`src/rtl/serial_ripple_borrow_subtractor_if.sv`:
```
// Operand/result bundle for the bit-serial subtractor.
// The master drives the request; the slave returns status and results.
interface serial_ripple_borrow_subtractor_if #(
    parameter int unsigned WIDTH = 4
);
    logic             start;
    logic [WIDTH-1:0] a;
    logic [WIDTH-1:0] b;
    logic             borrow_in;
    logic             busy;
    logic             done;
    logic [WIDTH-1:0] out;
    logic             borrow_out;

    modport master (
        output start, a, b, borrow_in,
        input  busy, done, out, borrow_out
    );

    modport slave (
        input  start, a, b, borrow_in,
        output busy, done, out, borrow_out
    );
endinterface

```
`src/rtl/serial_ripple_borrow_subtractor.sv`:
```
// Bit-serial a - b - borrow_in using one full-subtractor cell and a borrow flop.
// Takes WIDTH SHIFT cycles per operation and flags completion with a one-cycle done pulse.
module serial_ripple_borrow_subtractor #(
    parameter int unsigned WIDTH = 4
) (
    input  logic                              clk,
    input  logic                              rst_n,
    serial_ripple_borrow_subtractor_if.slave  bus
);
    localparam int unsigned CW = (WIDTH > 1) ? $clog2(WIDTH) : 1;

    typedef enum logic [1:0] {
        IDLE  = 2'd0,
        SHIFT = 2'd1,
        DONE  = 2'd2
    } state_t;

    state_t           state, state_d;
    logic [WIDTH-1:0] a_sr, a_sr_d;
    logic [WIDTH-1:0] b_sr, b_sr_d;
    logic [WIDTH-1:0] res_sr, res_sr_d;
    logic [CW-1:0]    cnt, cnt_d;
    logic             br, br_d;
    logic [WIDTH-1:0] out_q, out_d;
    logic             borrow_out_q, borrow_out_d;
    logic             busy_q, busy_d;
    logic             done_q, done_d;

    logic             a_i, b_i, diff_bit, br_next;
    logic [WIDTH-1:0] res_shift;

    // Full subtractor formed from two half subtractors on the current LSBs
    always_comb begin
        a_i       = a_sr[0];
        b_i       = b_sr[0];
        diff_bit  = a_i ^ b_i ^ br;
        br_next   = (~a_i & b_i) | (~(a_i ^ b_i) & br);
        res_shift = {diff_bit, res_sr[WIDTH-1:1]};
    end

    always_ff @(posedge clk or negedge rst_n) begin
        if (!rst_n) begin
            state <= IDLE;
        end else begin
            state <= state_d;
        end
    end

    always_comb begin
        state_d      = state;
        a_sr_d       = a_sr;
        b_sr_d       = b_sr;
        res_sr_d     = res_sr;
        cnt_d        = cnt;
        br_d         = br;
        out_d        = out_q;
        borrow_out_d = borrow_out_q;

        case (state)
            IDLE, DONE: begin
                if (bus.start) begin
                    state_d  = SHIFT;
                    a_sr_d   = bus.a;
                    b_sr_d   = bus.b;
                    br_d     = bus.borrow_in;
                    cnt_d    = '0;
                    res_sr_d = '0;
                end else begin
                    state_d = IDLE;
                end
            end
            SHIFT: begin
                a_sr_d   = a_sr >> 1;
                b_sr_d   = b_sr >> 1;
                br_d     = br_next;
                res_sr_d = res_shift;
                cnt_d    = cnt + CW'(1);
                // Last bit: publish result and park the counter instead of wrapping
                if (cnt == CW'(WIDTH - 1)) begin
                    out_d        = res_shift;
                    borrow_out_d = br_next;
                    cnt_d        = '0;
                    state_d      = DONE;
                end
            end
            default: begin
                state_d = IDLE;
            end
        endcase

        busy_d = (state_d == SHIFT);
        done_d = (state_d == DONE);
    end

    always_ff @(posedge clk or negedge rst_n) begin
        if (!rst_n) begin
            a_sr         <= '0;
            b_sr         <= '0;
            res_sr       <= '0;
            cnt          <= '0;
            br           <= 1'b0;
            out_q        <= '0;
            borrow_out_q <= 1'b0;
            busy_q       <= 1'b0;
            done_q       <= 1'b0;
        end else begin
            a_sr         <= a_sr_d;
            b_sr         <= b_sr_d;
            res_sr       <= res_sr_d;
            cnt          <= cnt_d;
            br           <= br_d;
            out_q        <= out_d;
            borrow_out_q <= borrow_out_d;
            busy_q       <= busy_d;
            done_q       <= done_d;
        end
    end

    assign bus.busy       = busy_q;
    assign bus.done       = done_q;
    assign bus.out        = out_q;
    assign bus.borrow_out = borrow_out_q;

endmodule

```
`src/flat_wrapper.sv`:
```
// flat-port wrapper written by rule: the top's interface ports become plain ports
module serial_ripple_borrow_subtractor_flat 
#(
    parameter int unsigned WIDTH = 4
)
  (clk, rst_n, bus_start, bus_a, bus_b, bus_borrow_in, bus_busy, bus_done, bus_out, bus_borrow_out);
  serial_ripple_borrow_subtractor_if #(.WIDTH(WIDTH)) bus_i ();
  input  logic clk;
  input  logic rst_n;
  input wire logic [$bits(bus_i.start)-1:0] bus_start;
  input wire logic [$bits(bus_i.a)-1:0] bus_a;
  input wire logic [$bits(bus_i.b)-1:0] bus_b;
  input wire logic [$bits(bus_i.borrow_in)-1:0] bus_borrow_in;
  output wire logic [$bits(bus_i.busy)-1:0] bus_busy;
  output wire logic [$bits(bus_i.done)-1:0] bus_done;
  output wire logic [$bits(bus_i.out)-1:0] bus_out;
  output wire logic [$bits(bus_i.borrow_out)-1:0] bus_borrow_out;
  assign bus_i.start = bus_start;
  assign bus_i.a = bus_a;
  assign bus_i.b = bus_b;
  assign bus_i.borrow_in = bus_borrow_in;
  assign bus_busy = bus_i.busy;
  assign bus_done = bus_i.done;
  assign bus_out = bus_i.out;
  assign bus_borrow_out = bus_i.borrow_out;
  serial_ripple_borrow_subtractor #(.WIDTH(WIDTH)) u_core (.clk(clk), .rst_n(rst_n), .bus(bus_i));
endmodule
```
`config.mk`:
```
export PLATFORM = sky130hd
export DESIGN_NAME = serial_ripple_borrow_subtractor_flat
export DESIGN_NICKNAME = d
export VERILOG_FILES = /design/src/rtl/serial_ripple_borrow_subtractor_if.sv /design/src/rtl/serial_ripple_borrow_subtractor.sv /design/src/flat_wrapper.sv
export SDC_FILE = /design/constraint.sdc
export NUM_CORES = 1
export LEC_CHECK = 0
export CORE_MARGIN = 8
export CORE_UTILIZATION = 55
export DETAILED_ROUTE_END_ITERATION = 12
export PLACE_DENSITY = 0.88
export SLEW_MARGIN = 20
export SYNTH_ARGS = -nofsm -noshare
export SYNTH_HDL_FRONTEND = slang
export SYNTH_SLANG_ARGS = --single-unit
```
`constraint.sdc`:
```
create_clock -name clk -period 2.9 [get_ports clk]
set_input_delay 0.29 -clock clk [delete_from_list [all_inputs] [get_ports clk]]
set_output_delay 0.29 -clock clk [all_outputs]
set_load 0.005 [all_outputs]
```
# Word-level counts from Yosys, hierarchy flattened
# Index checks and enable logic that the tools add are counted.
[word_totals]
reg_bits = 24
in_bits = 12
out_inout_bits = 7
wordCells = 43
[classes]
addsub = 1
eq_ne = 6
n_mux = 14
bitwise_logic = 7
reduce_logical = 5
[ops]
columns = ["operator", "n"]
rows = [
  ["case mux 4 bit (2 select lines)", 3],
  ["two-way mux 4 bit", 3],
  ["case mux 2 bit (2 select lines)", 2],
  ["equality test 2 bit (second input constant)", 3],
  ["two-way mux 2 bit", 3],
  ["equality test 2 x 1 -> 1 bit (second input constant)", 2],
  ["AND reduction 2 bit", 2],
  ["adder 2 x 1 -> 2 bit (second input constant)", 1],
  ["bitwise AND 1 bit", 2],
  ["zero test 2 bit", 1],
  ["two-way mux 1 bit", 2],
  ["inequality test 2 bit (second input constant)", 1],
  ["inverter 1 bit", 2],
  ["case mux 1 bit (2 select lines)", 1],
  ["nonzero test 2 bit", 1],
  ["OR reduction 2 bit", 1],
  ["bitwise XOR 1 bit", 2],
  ["OR 1 bit", 1],
]

# Depth between registers and ports, before layout
[logic_depth]
depth_word = 5
ltp_mapped = 4
depth_no_buf = 4

# Least setup slack after synthesis
# No wires, ideal clock.
[synth_path]
path_kind = "register -> register"
startpoint = "reg u_core.b_sr[0]"
endpoint = "reg u_core.res_sr[3]"
setup_time_ns = 0.121
arrival_ns = 1.348
required_ns = 2.779
slack_ns = 1.432
path_stages_with_launch = 5
n_path_buf = 0
synth_period_minus_slack_ns = 1.468
cell_sequence = "dfrtp_1 inv_1 fa_1 mux2_1 a22o_1"
[synth_between]
elab_chain_len = 3
[synth_rtl]
columns = ["element", "line_no", "text"]
rows = [
  ["start, declared", "serial_ripple_borrow_subtractor.sv:20", "logic [WIDTH-1:0] b_sr, b_sr_d;"],
  ["start signal, assigned", "serial_ripple_borrow_subtractor.sv:108", "b_sr <= b_sr_d;"],
  ["bitwise XOR 1 bit (2 in series)", "serial_ripple_borrow_subtractor.sv:36", "diff_bit = a_i ^ b_i ^ br;"],
  ["net u_core.diff_bit", "serial_ripple_borrow_subtractor.sv:29", "logic a_i, b_i, diff_bit, br_next;"],
  ["case mux 4 bit (2 select lines)", "serial_ripple_borrow_subtractor.sv:59", "case (state)"],
  ["end signal, assigned", "serial_ripple_borrow_subtractor.sv:109", "res_sr <= res_sr_d;"],
  ["end, declared", "serial_ripple_borrow_subtractor.sv:21", "logic [WIDTH-1:0] res_sr, res_sr_d;"],
]
# The timed path passes the listed nets, and every way through them passes these cells.
# A chain may end at the register's enable or synchronous reset.

# Worst setup path after layout
[layout_path]
startpoint = "reg u_core.state[0]"
endpoint = "reg u_core.out_q[1] (netlist: u_core.bus.out[1])"
[layout_between]
elab_chain_len = 2
[layout_rtl]
columns = ["element", "line_no", "text"]
rows = [
  ["start, declared", "serial_ripple_borrow_subtractor.sv:18", "state_t state, state_d;"],
  ["start signal, assigned", "serial_ripple_borrow_subtractor.sv:45", "state <= state_d;"],
  ["equality test 2 x 1 -> 1 bit", "serial_ripple_borrow_subtractor.sv:59", ""],
  ["AND reduction 2 bit (no source line)", "n/a", ""],
  ["end signal, assigned", "serial_ripple_borrow_subtractor.sv:112", "out_q <= out_d;"],
  ["end, declared", "serial_ripple_borrow_subtractor.sv:24", "logic [WIDTH-1:0] out_q, out_d;"],
]
# No other way between the ends.

==> out/qor.yml <==
critical_path:
  worstSetupPathDepth: 2
  timing.critical_path.from_type: "flip-flop"
  timing.critical_path.arrival_ns: 1.85
  ff2ff_path_depth: 2
  required_ns: 3.09
  critPathKind: "flip-flop to flip-flop"
  worstPathCellList: "nand3b_4 -> mux2_1"
  critPathTopFamily: "flip-flops"
  reg2reg_slack_ns: 1.24
  worstPathBufferInverterCount: 0
  timing.critical_path.fanout_max: 27
  crit_slowest_cell: "dfrtp_1"
  critPathCaptureType: "flip-flop"
  max_stage_delay_ns: 0.94
finish:
  area_growth_syn_to_layout_pct: 16.9
  layout_cell_share_with_drive_strength_beyond_1_pct: 9.35
  number_of_standard_cells_in_the_layout_taps_in_and_fillers_out: 134
  most-common-layout-cells: "23 x dfrtp_1, 17 x clkdlybuf4s50_1, 8 x mux2i_1, 8 x mux2_1"
  finalInstanceArea_um2: 1330
  finalNetCount: 122
  insertedDiodeCount: 0
  layout.cells.most_common: "dfrtp_1"
logic_synthesis:
  yosys-top-cells-area: "dfrtp_1 51%, mux2_1 7.9%, mux2i_1 7.1%, a211oi_1 4.6%, a22o_1 3.9%"
  synth.ff_latch_count: 23
  synth_largest_area_cell: "dfrtp_1"
  synth.net_count: 105
  post_syn_area_um2: 1130
  syn_inst: 91
  syn-mean-instance-area_um2: 12.5
  yosysUniqueCellTypes: 22
  synthesis.yosys.warnings: 0
  synth_seq_area_share_pct: 50.7
  yosysTopAreaCellShare_pct: 50.7
timing:
  timing.final.crit_period_ns: 1.66
  fin_tns_setup_ns: 0
  slew-limit-headroom_pct: 40.7
  finalWorstSetupSlack_ns: 1.24
  worst_slew_pin_slew_ns: 0.890
  rsz0062_at_grt: "no"
  report.final.setup_viol: 0
  final_max_slew_viol_count: 0
  hold_violations_final: 0
  fmax_ghz: 0.601
  timing.final.crit_share_pct: 57.3
  finalClockSkew_ns: 0.00612
min_path:
  timing.hold.worst.class: "input pin to async pin"
placed_design:
  io_buffers: 18
  dpl_cell_area_um2: 1290
  pre_cts_ws_ns: 1.10
  placed_cells: 129
  gp_congestion: 0.704
clock_network:
  cts_root_buf: "clkbuf_4"
  cts_tree: "built"
  clk_transition_reported_paths_ns: 0.12
  cts_htree_levels: 1
  cts_num_sinks: 23
  clockBufferDepth: 2
  numCtsBuffers: 3
  cts_resized: 0
  insertion_delay_ns: 0.30
floorplanning:
  initial_utilization_pct: 57.8
  placeableCoreArea_um2: 1960
  die_x_um: 61.4
  cell_row_count: 16
  fp.dieH_um: 61.4
  die_area_um2: 3770
  pin_count: 19
route:
  route.vias.total: 744
  initialDrtViolationCount: 10
  firstDrtPassIters: 4
  drt-vias-per-instance: 5.55
  drc_violations_left: 0
  drtAntennaViolNets: 0
  drt_wl_total_um: 1930
  wl_per_cell_um: 14.4
outcome:
  outcome: "complete, no violations"
grt:
  grt_pass1_wl_um: 3260
  number_of_global_route_vias_before_repair: 744
  grt_antenna_before_repair: 0
  grtUsageTotal_pct: 11.5
  grt_remaining_overflow: 0
  maximum_number_of_pins_on_one_net_before_global_route_repair: 28
flow_run:
  maxCapViolCount: 0
power:
  irDropWorstVdd_uv: 563
  leakage_uw: 0.000585
  power.total_uw: 1310
  power.density_nw_per_um2: 991
-- per-stage QoR --
stage	hold WS, ns	utilization [%]
global placement	0.471	66.0
CTS	0.505	67.3
detailed placement	0.477	66.0
floorplan	-0.00559	-
global route	0.532	67.6
finish	0.487	67.6
-- worst paths after layout --
check / startpoint / to
hold / removal: rst_n / u_core.a_sr[0]$_DFFE_PN0P_
setup reg to reg: u_core.state[0]$_DFF_PN0_ / u_core.bus.out[1]$_DFFE_PN0P_
hold reg to reg: u_core.bus.borrow_out$_DFFE_PN0P_ / u_core.bus.borrow_out$_DFFE_PN0P_
max in group asynchronous: rst_n / u_core.res_sr[2]$_DFFE_PN0P_
min in group clk: u_core.bus.borrow_out$_DFFE_PN0P_ / u_core.bus.borrow_out$_DFFE_PN0P_
setup / recovery: u_core.state[0]$_DFF_PN0_ / u_core.bus.out[1]$_DFFE_PN0P_
-- final cells by class --
type | count | area, um^2
tap | 27 | 33.8
inverter | 4 | 15.0
fill | 172 | 636
timing repair buffer | 19 | 185
clock buffer | 4 | 26.3
sequential | 23 | 576
multi-input combinational | 57 | 490
-- cell usage after synthesis (all sizes together) --
| cell type | instances |
|---|---|
| dfrtp | 23 |
| buf | 7 |
| a22o | 5 |
| inv | 4 |
| nor2 | 2 |
| nand3b | 1 |
| a21oi | 7 |
| mux2 | 12 |
| mux2i | 8 |
| fa | 1 |
| nand2 | 1 |
| nor2b | 7 |
| nand3 | 2 |
| a211oi | 7 |
| ha | 1 |
| o21ai | 3 |
-- what timing repair did --
action                                 4_1_cts  5_1_grt
buffers inserted                             0        0
hold buffers                                 0        1
endpoints found under the hold margin        0       23
-- state kept, by name, indices dropped and copies added (netlist names) --
signal and flops:
u_core.bus.out 4, u_core.bus.borrow_out 1, u_core.bus.busy 1, u_core.br 1, u_core.a_sr 4, u_core.res_sr 3
u_core.cnt 2, u_core.b_sr 4, u_core.bus.done 1, u_core.state 2
-- layer usage --
layer | GRT usage (%) | share of wire [%] | up-vias
li1 | - | - | 357
met2 | 18.2 | 49 | 15
met4 | 4.87 | 0.62 | 0
met3 | 2.71 | 3.6 | 2
met1 | 14.6 | 47 | 370
met5 | 0 | 0 | -
-- cells by family (layout without fill, tap and decap cells) --
logic type / after synthesis / after routing / synth area share, %
compound gates: 22 / 22 / 13.2
fa+ha+maj: 2 / 2 / 2.87
flops: 23 / 23 / 50.7
mux: 20 / 20 / 19.6
buf+inv: 11 / 27 / 6.06
simple gates: 13 / 13 / 7.50
-- power by group --
part           switching (uW)  total, uW  internal, uW  leakage [uW]
clock                    89.0        143          53.6     0.0000150
combinational             189        543           353      0.000286
sequential                165        628           464      0.000284
total                     443       1310           871      0.000585
Power figures use the tool's default switching activity.
